`config.mk`:
```
export PLATFORM = sky130hd
export DESIGN_NAME = jt89_wrbuf
export DESIGN_NICKNAME = d
export VERILOG_FILES = /design/src/rtl/jt89_pkg.sv /design/src/rtl/jt89_fifo.sv /design/src/rtl/jt89_wrbuf.sv
export SDC_FILE = /design/constraint.sdc
export NUM_CORES = 1
export LEC_CHECK = 0
export ABC_AREA = 1
export CAP_MARGIN = 40
export CELL_PAD_IN_SITES_DETAIL_PLACEMENT = 2
export CELL_PAD_IN_SITES_GLOBAL_PLACEMENT = 2
export CORE_ASPECT_RATIO = 1.5
export CORE_UTILIZATION = 38
export CTS_BUF_LIST = sky130_fd_sc_hd__clkbuf_4
export DETAILED_ROUTE_END_ITERATION = 10
export PLACE_DENSITY_LB_ADDON = 0.1
export REMOVE_ABC_BUFFERS = 1
export SYNTH_ARGS = -nofsm -noshare
export SYNTH_HDL_FRONTEND = slang
export SYNTH_SLANG_ARGS = --single-unit
```
`constraint.sdc`:
```
create_clock -name clk -period 2.65 [get_ports clk]
set_input_delay 0.53 -clock clk [delete_from_list [all_inputs] [get_ports clk]]
set_output_delay 0.53 -clock clk [all_outputs]
set_load 0.05 [all_outputs]
```
`src/rtl/jt89_pkg.sv`:
```
// jt89_pkg: definitions shared by the jt89 write buffer and its FIFO.
//   - FSM state encodings (IDLE, STROBE, WAIT_LO, WAIT_HI) and the state type
//   - DW: data byte width
//   - TOUT_DEFAULT: default ready-wait timeout in clk cycles
//   - tout_last(): last counter value before a wait times out
package jt89_pkg;

  localparam int DW = 8;

  localparam logic [1:0] ST_IDLE    = 2'd0;
  localparam logic [1:0] ST_STROBE  = 2'd1;
  localparam logic [1:0] ST_WAIT_LO = 2'd2;
  localparam logic [1:0] ST_WAIT_HI = 2'd3;

  typedef enum logic [1:0] {
    IDLE    = ST_IDLE,
    STROBE  = ST_STROBE,
    WAIT_LO = ST_WAIT_LO,
    WAIT_HI = ST_WAIT_HI
  } state_t;

  localparam int TOUT_DEFAULT = 255;

  // The wait counter starts at 0 on state entry, so a wait of TOUT cycles
  // ends on the edge that sees the counter at TOUT-1.
  function automatic logic [7:0] tout_last(input int tout);
    if (tout > 0) begin
      return 8'(tout - 1);
    end else begin
      return 8'd0;
    end
  endfunction

endpackage

```
`src/rtl/jt89_fifo.sv`:
```
// jt89_fifo: synchronous FIFO of DW-bit bytes, depth 2^AW.
// Ports:
//   clk, rst   : clock, asynchronous active-high reset (pointers to 0)
//   push, din  : write strobe and byte; ignored while full
//   pop        : advance the read pointer; ignored while empty
//   dout       : byte at the head (combinational read of the head entry)
//   full/empty : registered status flags
//   level      : registered occupancy, 0 .. 2^AW
module jt89_fifo import jt89_pkg::*; #(
  parameter int AW = 2
) (
  input  logic          clk,
  input  logic          rst,
  input  logic          push,
  input  logic          pop,
  input  logic [DW-1:0] din,
  output logic [DW-1:0] dout,
  output logic          full,
  output logic          empty,
  output logic [AW:0]   level
);

  localparam int          DEPTH  = 1 << AW;
  localparam logic [AW:0] ONE    = {{AW{1'b0}}, 1'b1};
  localparam logic [AW:0] ZERO   = {(AW+1){1'b0}};
  localparam logic [AW:0] FULL_V = {1'b1, {AW{1'b0}}};

  logic [DW-1:0] mem_q [DEPTH];
  logic [AW:0]   wr_ptr_q, wr_ptr_d, rd_ptr_q, rd_ptr_d, level_q, level_d;
  logic          full_q, full_d, empty_q, empty_d;
  logic          push_ok_s, pop_ok_s;

  // Pointers carry one extra bit so their difference distinguishes full from empty.
  always_comb begin
    push_ok_s = push & ~full_q;
    pop_ok_s  = pop & ~empty_q;
    wr_ptr_d  = push_ok_s ? (wr_ptr_q + ONE) : wr_ptr_q;
    rd_ptr_d  = pop_ok_s  ? (rd_ptr_q + ONE) : rd_ptr_q;
    level_d   = wr_ptr_d - rd_ptr_d;
    full_d    = (level_d == FULL_V);
    empty_d   = (level_d == ZERO);
  end

  // Pointer and status registers.
  always_ff @(posedge clk or posedge rst) begin
    if (rst) begin
      wr_ptr_q <= ZERO;
      rd_ptr_q <= ZERO;
      level_q  <= ZERO;
      full_q   <= 1'b0;
      empty_q  <= 1'b1;
    end else begin
      wr_ptr_q <= wr_ptr_d;
      rd_ptr_q <= rd_ptr_d;
      level_q  <= level_d;
      full_q   <= full_d;
      empty_q  <= empty_d;
    end
  end

  // Storage; contents are don't-care until written, so no reset is needed.
  always_ff @(posedge clk) begin
    if (push_ok_s) begin
      mem_q[wr_ptr_q[AW-1:0]] <= din;
    end
  end

  assign dout  = mem_q[rd_ptr_q[AW-1:0]];
  assign full  = full_q;
  assign empty = empty_q;
  assign level = level_q;

endmodule

```
`src/rtl/jt89_wrbuf.sv`:
```
// jt89_wrbuf: CPU write buffer and sequencer in front of the jt89 PSG.
// CPU bytes are queued in jt89_fifo and replayed one at a time as a
// cs_n/wr_n strobe, each paced by the PSG ready handshake.
// Ports:
//   rst, clk           : asynchronous active-high reset, clock
//   cpu_wr, cpu_din    : single-cycle write strobe and byte
//   clr_flags          : clears the sticky ovf / tout_err flags
//   full, empty, level : FIFO status (registered)
//   ovf                : sticky, a write arrived while full (byte dropped)
//   tout_err           : sticky, a ready wait timed out
//   snd_cs_n, snd_wr_n : PSG strobes, active-low
//   snd_din            : byte presented to the PSG
//   snd_ready          : PSG ready (low while the PSG is busy)
// Build option: define JT89_WRBUF_TIMEOUT_EN to bound each ready wait to
// TOUT cycles; otherwise waits are unbounded and tout_err is constant 0.
module jt89_wrbuf import jt89_pkg::*; #(
  parameter int AW   = 2,
  parameter int TOUT = TOUT_DEFAULT
) (
  input  logic          rst,
  input  logic          clk,
  input  logic          cpu_wr,
  input  logic [7:0]    cpu_din,
  input  logic          clr_flags,
  output logic          full,
  output logic          empty,
  output logic [AW:0]   level,
  output logic          ovf,
  output logic          tout_err,
  output logic          snd_cs_n,
  output logic          snd_wr_n,
  output logic [7:0]    snd_din,
  input  logic          snd_ready
);

  state_t        state_q, state_d;
  logic          cs_n_q, cs_n_d, wr_n_q, wr_n_d, ovf_q, ovf_d;
  logic [DW-1:0] din_q, din_d, fifo_dout_s;
  logic          pop_s, tmo_s, tout_set_s, ovf_set_s;

  jt89_fifo #(.AW(AW)) u_fifo (
    .clk   (clk),
    .rst   (rst),
    .push  (cpu_wr),
    .pop   (pop_s),
    .din   (cpu_din),
    .dout  (fifo_dout_s),
    .full  (full),
    .empty (empty),
    .level (level)
  );

  // A write while full is lost even if a pop happens in the same cycle.
  assign ovf_set_s = cpu_wr & full;

  // Sequencer next state and strobe/data outputs.
  always_comb begin
    state_d    = state_q;
    cs_n_d     = cs_n_q;
    wr_n_d     = wr_n_q;
    din_d      = din_q;
    pop_s      = 1'b0;
    tout_set_s = 1'b0;
    case (state_q)
      IDLE: begin
        if (!empty) begin
          din_d   = fifo_dout_s;
          pop_s   = 1'b1;
          state_d = STROBE;
        end else begin
          state_d = IDLE;
        end
      end
      STROBE: begin
        cs_n_d  = 1'b0;
        wr_n_d  = 1'b0;
        state_d = WAIT_LO;
      end
      WAIT_LO: begin
        if (!snd_ready) begin
          cs_n_d  = 1'b1;
          wr_n_d  = 1'b1;
          state_d = WAIT_HI;
        end else if (tmo_s) begin
          // PSG never acknowledged: drop the byte and move on.
          cs_n_d     = 1'b1;
          wr_n_d     = 1'b1;
          tout_set_s = 1'b1;
          state_d    = IDLE;
        end else begin
          state_d = WAIT_LO;
        end
      end
      WAIT_HI: begin
        if (snd_ready) begin
          state_d = IDLE;
        end else if (tmo_s) begin
          tout_set_s = 1'b1;
          state_d    = IDLE;
        end else begin
          state_d = WAIT_HI;
        end
      end
      default: begin
        cs_n_d  = 1'b1;
        wr_n_d  = 1'b1;
        state_d = IDLE;
      end
    endcase

    // Set has priority over clear.
    if (ovf_set_s) begin
      ovf_d = 1'b1;
    end else if (clr_flags) begin
      ovf_d = 1'b0;
    end else begin
      ovf_d = ovf_q;
    end
  end

  // Sequencer and flag registers; strobes release asynchronously on reset.
  always_ff @(posedge clk or posedge rst) begin
    if (rst) begin
      state_q <= IDLE;
      cs_n_q  <= 1'b1;
      wr_n_q  <= 1'b1;
      din_q   <= 8'h00;
      ovf_q   <= 1'b0;
    end else begin
      state_q <= state_d;
      cs_n_q  <= cs_n_d;
      wr_n_q  <= wr_n_d;
      din_q   <= din_d;
      ovf_q   <= ovf_d;
    end
  end

`ifdef JT89_WRBUF_TIMEOUT_EN
  localparam logic [7:0] TOUT_LAST = tout_last(TOUT);

  logic [7:0] cnt_q, cnt_d;
  logic       tout_q, tout_d;

  assign tmo_s = (cnt_q == TOUT_LAST);

  // Wait counter restarts on every state change; sticky timeout flag.
  always_comb begin
    if (((state_q == WAIT_LO) || (state_q == WAIT_HI)) && (state_d == state_q)) begin
      cnt_d = cnt_q + 8'd1;
    end else begin
      cnt_d = 8'd0;
    end
    if (tout_set_s) begin
      tout_d = 1'b1;
    end else if (clr_flags) begin
      tout_d = 1'b0;
    end else begin
      tout_d = tout_q;
    end
  end

  // Wait counter and timeout flag registers.
  always_ff @(posedge clk or posedge rst) begin
    if (rst) begin
      cnt_q  <= 8'd0;
      tout_q <= 1'b0;
    end else begin
      cnt_q  <= cnt_d;
      tout_q <= tout_d;
    end
  end

  assign tout_err = tout_q;
`else
  logic unused_tout_s;

  assign tmo_s         = 1'b0;
  assign tout_err      = 1'b0;
  assign unused_tout_s = tout_set_s ^ (TOUT != 0);
`endif

  assign ovf      = ovf_q;
  assign snd_cs_n = cs_n_q;
  assign snd_wr_n = wr_n_q;
  assign snd_din  = din_q;

endmodule

```
* Word level (Yosys, flattened, before mapping)
Memory sizes are Yosys's and may differ from the RTL's. A register that Yosys moved wholly into a read port is not among the register bits. Index checks and enable logic that the tools add are counted. Widths: inputs -> output; s select.
Word-level totals: memories 1, input port bits 13, register bits 15, RAM bits 32, output and inout bits 17, logic and storage cells 42
Memories:
- u_fifo.mem_q | depth 4, bits a word 8, rd ports 1, clocked after memory_dff 1, write ports 1, line jt89_fifo.sv:28 | logic [DW-1:0] mem_q [DEPTH];
Operators by class: eq/ne operators 5, add/subtract/negate cells 3, bitwise logic cells 5, muxes and demuxes 14, reductions and logical operators 6
Operator list (number):
- $mux 1 | 9
- $pmux 2 s4 | 1
- $add 3x1->3 const B | 2
- $mux 3 | 2
- $eq 2x2->1 const B | 2
- $reduce_and 2->1 | 2
- $reduce_bool 2->1 | 2
- $and 1x1->1 | 3
- $eq 3x3->1 const B | 1
- $logic_not 3->1 | 1
- $sub 3x3->3 | 1
- $eq 2x1->1 const B | 1
- $logic_not 2->1 | 1
- $mux 2 | 1
- $ne 2x2->1 const B | 1
- $not 1->1 | 2
- $pmux 1 s2 | 1

* Logic depth before layout (Yosys ltp)
depth after elaboration 6, gate-level depth with buffers 13, gate-level depth less buffers 13

* Cells and area by module
Synthesis repeated with hierarchy kept, for this count alone.
Second synthesis, totals: cells, all modules 204, area, all modules 2331.0 um^2
By module, submodules not included:
- jt89_fifo | seq. area each 1237.4 um^2, area an instance 1810.5 um^2, times used 1, cells an instance 148
- jt89_wrbuf | seq. area each 301.5 um^2, area an instance 520.5 um^2, times used 1, cells an instance 56

* Worst setup path after synthesis
OpenSTA, ideal clock, no wires.
kind reg2reg, start point register u_fifo.full_q (netlist: u_fifo.full), end point register u_fifo.full_q (netlist: u_fifo.full), arrival 2162 ps, cell stages (with the launch flop) 10, clock period less this slack 2235 ps, slack 415 ps, library setup time 73 ps, cells stage by stage dfrtp_1 inv_2 nand2_1 xor2_1 inv_1 ha_1 inv_1 fa_1 or2_2 a21oi_2
Between the ends: word-level cells in the longest chain between the ends 5
Ends and longest elaborated chain:
- start, declared | line jt89_fifo.sv:30 | logic full_q, full_d, empty_q, empty_d;
- start signal, assigned | line jt89_fifo.sv:56 | full_q <= full_d;
- $not 1->1 | line jt89_fifo.sv:35 | push_ok_s = push & ~full_q;
- $and 1x1->1 | line jt89_fifo.sv:35
- $mux 3 | line jt89_fifo.sv:37 | wr_ptr_d = push_ok_s ? (wr_ptr_q + ONE) : wr_ptr_q;
- net u_fifo.wr_ptr_d[0] | line jt89_fifo.sv:29 | logic [AW:0] wr_ptr_q, wr_ptr_d, rd_ptr_q, rd_ptr_d, level_q, level_d;
- $sub 3x3->3 | line jt89_fifo.sv:39 | level_d = wr_ptr_d - rd_ptr_d;
- net u_fifo.level_d[1] | line jt89_fifo.sv:29
- $eq 3x3->1 | line jt89_fifo.sv:40 | full_d = (level_d == FULL_V);
- net u_fifo.full_d | line jt89_fifo.sv:30
The timed path passes the listed nets, and every way through them passes these cells. A chain may end at the register's enable or synchronous reset.

* Worst setup path after layout
start point register wr_n_q (netlist: snd_wr_n), end point output snd_wr_n
RTL lines:
- start, declared | line jt89_wrbuf.sv:37 | logic cs_n_q, cs_n_d, wr_n_q, wr_n_d, ovf_q, ovf_d;
- start signal, assigned | line jt89_wrbuf.sv:132 | wr_n_q <= wr_n_d;
- end, declared | line jt89_wrbuf.sv:31 | output logic snd_wr_n,
No word-level cell between the ends.

==> impl_metrics.json <==
{
  "run_status": "completed",
  "drc_errors": 0,
  "clock_skew_ns": 0.01444,
  "synthAdderAreaFrac_pct": 4.155,
  "grt_pass1_wl_um": 8970,
  "cts_sinks": 55,
  "path_class": "reg2out",
  "slowest_stage": "clkdlybuf4s50_1",
  "gr-total-overflow": 0,
  "start_util_pct": 39.55,
  "synth_common_cells": "nor2_1 (48), edfxtp_1 (32), dfrtp_1 (21)",
  "synth_most_common_cell": "nor2_1",
  "grtUsageTotal_pct": 19.48,
  "ys.flop_type": "edfxtp_1",
  "synth_mux_area_share_pct": 0,
  "power.switching_mw": 1.573,
  "async_reset_ff_share_pct": 41.82,
  "arrival_ns": 1.74,
  "path_clk_slew_ns": 0.15,
  "yosys.area.top_type": "edfxtp_1",
  "critPathRequiredTime_ns": 2.12,
  "tns_ns": 0,
  "worstSetupStartpointType": "flip-flop",
  "gp_congestion": 0.7216,
  "fill_cells": 624,
  "fin_area_mm2": 0.002731,
  "hold_buffers": 0,
  "rsz0062_at_grt": "false",
  "postCtsSetupBuffers": 0,
  "drv_cap": 0,
  "synth_cell_type_count": 28,
  "first_global_vias": 1753,
  "final_nets": 252,
  "synth.avg_cell_area_um2": 11.74,
  "synth_compound_area_share_pct": 7.162,
  "fin_crit_ns": 2.272,
  "antenna_found_initial": 0,
  "dr.pass1.iters": 4,
  "maxSlewHeadroom_pct": 66.46,
  "cts_resized": 0,
  "fin_util_pct": 47.21,
  "syn_inst": 195,
  "first_iter_violations": 61,
  "min_path_type": "in2async",
  "core_mm2": 0.005786,
  "ir_drop_mv": 0.7286,
  "pwr-share-clk_pct": 11.0,
  "power_leakage_nw": 1.096,
  "worst_pin_slew_ns": 0.5015,
  "synthesis.area_mm2": 0.002288,
  "avgRoutedWirePerCell_um": 17.99,
  "final_hold_viol_count": 0,
  "vias": 1504,
  "finalWirelength_um": 5487,
  "cpPeakStageDelay_ns": 0.81,
  "vias_per_cell": 4.931,
  "fmax_mhz": 440.2,
  "port-buffer-count": 28,
  "cts_max_level": 2,
  "powerDensity_mw_per_mm2": 1277,
  "tritoncts": "yes",
  "synth-edff-count": 32,
  "post_synth_main_area_contributors": "edfxtp_1 (42%), dfrtp_1 (23%), nor2_1 (7.9%)",
  "ys_warn_count": 0,
  "drive_gt1_share_pct": 15.88,
  "path_max_fanout": 4,
  "yosys.area_share.simple_pct": 14.27,
  "yosys.area.top_type_share_pct": 41.99,
  "hpwl_um": 4056,
  "synth_top_family_by_area": "simple AND/OR/NAND/NOR gates",
  "fp.dieH_um": 97.05,
  "endpoint_kind": "primary output",
  "antenna_left": 0,
  "combinationalPowerShare_pct": 50.7,
  "num_rows": 34,
  "drv_slew": 0,
  "fin_crit_sh_pct": 85.73,
  "path_buf_inv": 1,
  "cp_top_family": "buffers and inverters",
  "internal_power_mw": 1.915,
  "grt_max_degree": 24,
  "area.growth.synth_to_final_pct": 19.35,
  "path_cells": "clkdlybuf4s50_1",
  "synth_xor_area_share_pct": 0.7654,
  "cts_buffer_depth": 2,
  "fp.dieW_um": 65.36,
  "io_pins": 30,
  "switching_share_pct": 45.10,
  "numCtsBuffers": 5,
  "placed_cell_area_mm2": 0.002671,
  "finalSetupViolations": 0,
  "clock_latency_ns": 0.37,
  "synth_seq_area_share_pct": 67.25,
  "die-area_mm2": 0.006343,
  "antenna_cells": 0,
  "ys_ff_latch": 55,
  "pwr-share-seq_pct": 38.2,
  "root_buffer": "clkbuf_4"
}
final cells by class:
| class | count | area, um^2 | area share, % |
|---|---|---|---|
| Clock buffer | 8 | 60.06 | 2.199 |
| Inverter | 22 | 87.58 | 3.207 |
| Multi-Input combinational cell | 111 | 606.8 | 22.22 |
| Sequential cell | 55 | 1539 | 56.34 |
| Tap cell | 72 | 90.09 | 3.298 |
| Timing Repair Buffer | 37 | 347.8 | 12.73 |
kinds of logic (layout without fill, tap and decap cells):
kind of cell | after synthesis | in the layout
AO/OA/AOI/OAI | 30 | 30
XOR/XNOR | 2 | 2
adder cells (fa/ha/maj) | 7 | 7
buffers and inverters | 29 | 67
flip-flops | 55 | 55
other | 1 | 1
AND/OR/NAND/NOR | 71 | 71
power by group through the flow:
stage	Combinational, mW	Clock (mW)	Sequential [mW]
3_5_place_dp	1.81	0	1.36
6_report	1.77	0.384	1.33
3_3_place_gp	1.69	0	1.33
2_1_floorplan	0.776	0	1.73
5_1_grt	1.94	0.435	1.36
4_1_cts	1.82	0.404	1.34
worst paths after layout:
check,from,end,slack (ns),depth (start not counted)
min in group clk,state_q[0],snd_wr_n,0.52,1
min reg2reg,state_q[0],snd_wr_n,0.52,1
max,snd_wr_n,snd_wr_n,0.38,1
min,rst,u_fifo.rd_ptr_q[0],0.50,3
max reg2reg,u_fifo.empty,u_fifo.empty,0.47,8
max in group asynchronous,rst,u_fifo.empty,1.84,3
cell usage in the layout, fill, tap and decap left out:
| cell | Yosys | final |
|---|---|---|
| nor2_1 | 48 | 48 |
| edfxtp_1 | 32 | 32 |
| clkdlybuf4s50_1 | 0 | 28 |
| dfrtp_1 | 21 | 21 |
| o21ai_0 | 17 | 17 |
| inv_1 | 17 | 17 |
| buf_4 | 3 | 9 |
| a31oi_1 | 8 | 8 |
| clkbuf_4 | 0 | 8 |
| nand2_1 | 7 | 7 |
| ha_1 | 6 | 6 |
| nand2_2 | 5 | 5 |
| inv_2 | 4 | 4 |
| o21ai_1 | 2 | 2 |
| nand2_4 | 2 | 2 |
| a21oi_1 | 2 | 2 |
| xor2_1 | 2 | 2 |
| nand4_1 | 2 | 2 |
| nand3_2 | 2 | 2 |
| nand3_1 | 2 | 2 |
| dfstp_2 | 2 | 2 |
| nor2_4 | 1 | 1 |
| clkinv_4 | 1 | 1 |
| or2_2 | 1 | 1 |
| a21oi_2 | 1 | 1 |
| nor2_2 | 1 | 1 |
| fa_1 | 1 | 1 |
| conb_1 | 1 | 1 |
metrics by stage:
stage	hold WS [ns]	total power [mW]	cells	setup slack (ns)
after floorplan	0.4627	2.510	188	0.4149
after global placement	0.4760	3.021	297	0.1735
after detailed placement	0.5079	3.170	297	0.01183
after CTS	0.5098	3.563	305	0.3321
after global routing	0.5000	3.741	305	0.2983
final	0.5019	3.488	305	0.3781
routing by layer:
metal | track usage (%) | vias up | part of all wire [%]
met5 | 0 | - | 0
met4 | 6.856 | 0 | 1.5
met3 | 3.656 | 7 | 2.9
met2 | 37.11 | 30 | 58
met1 | 20.20 | 752 | 38
li1 | - | 715 | -
state kept, by name, indices dropped and copies added, names as in the netlist:
| signal | count |
|---|---|
| u_fifo.rd_ptr_q | 3 |
| u_fifo.full | 1 |
| u_fifo.empty | 1 |
| snd_wr_n | 1 |
| ovf | 1 |
| snd_din | 8 |
| u_fifo.level | 3 |
| u_fifo.mem_q | 32 |
| state_q | 2 |
| u_fifo.wr_ptr_q | 3 |
(Power assumes the default switching activity.)
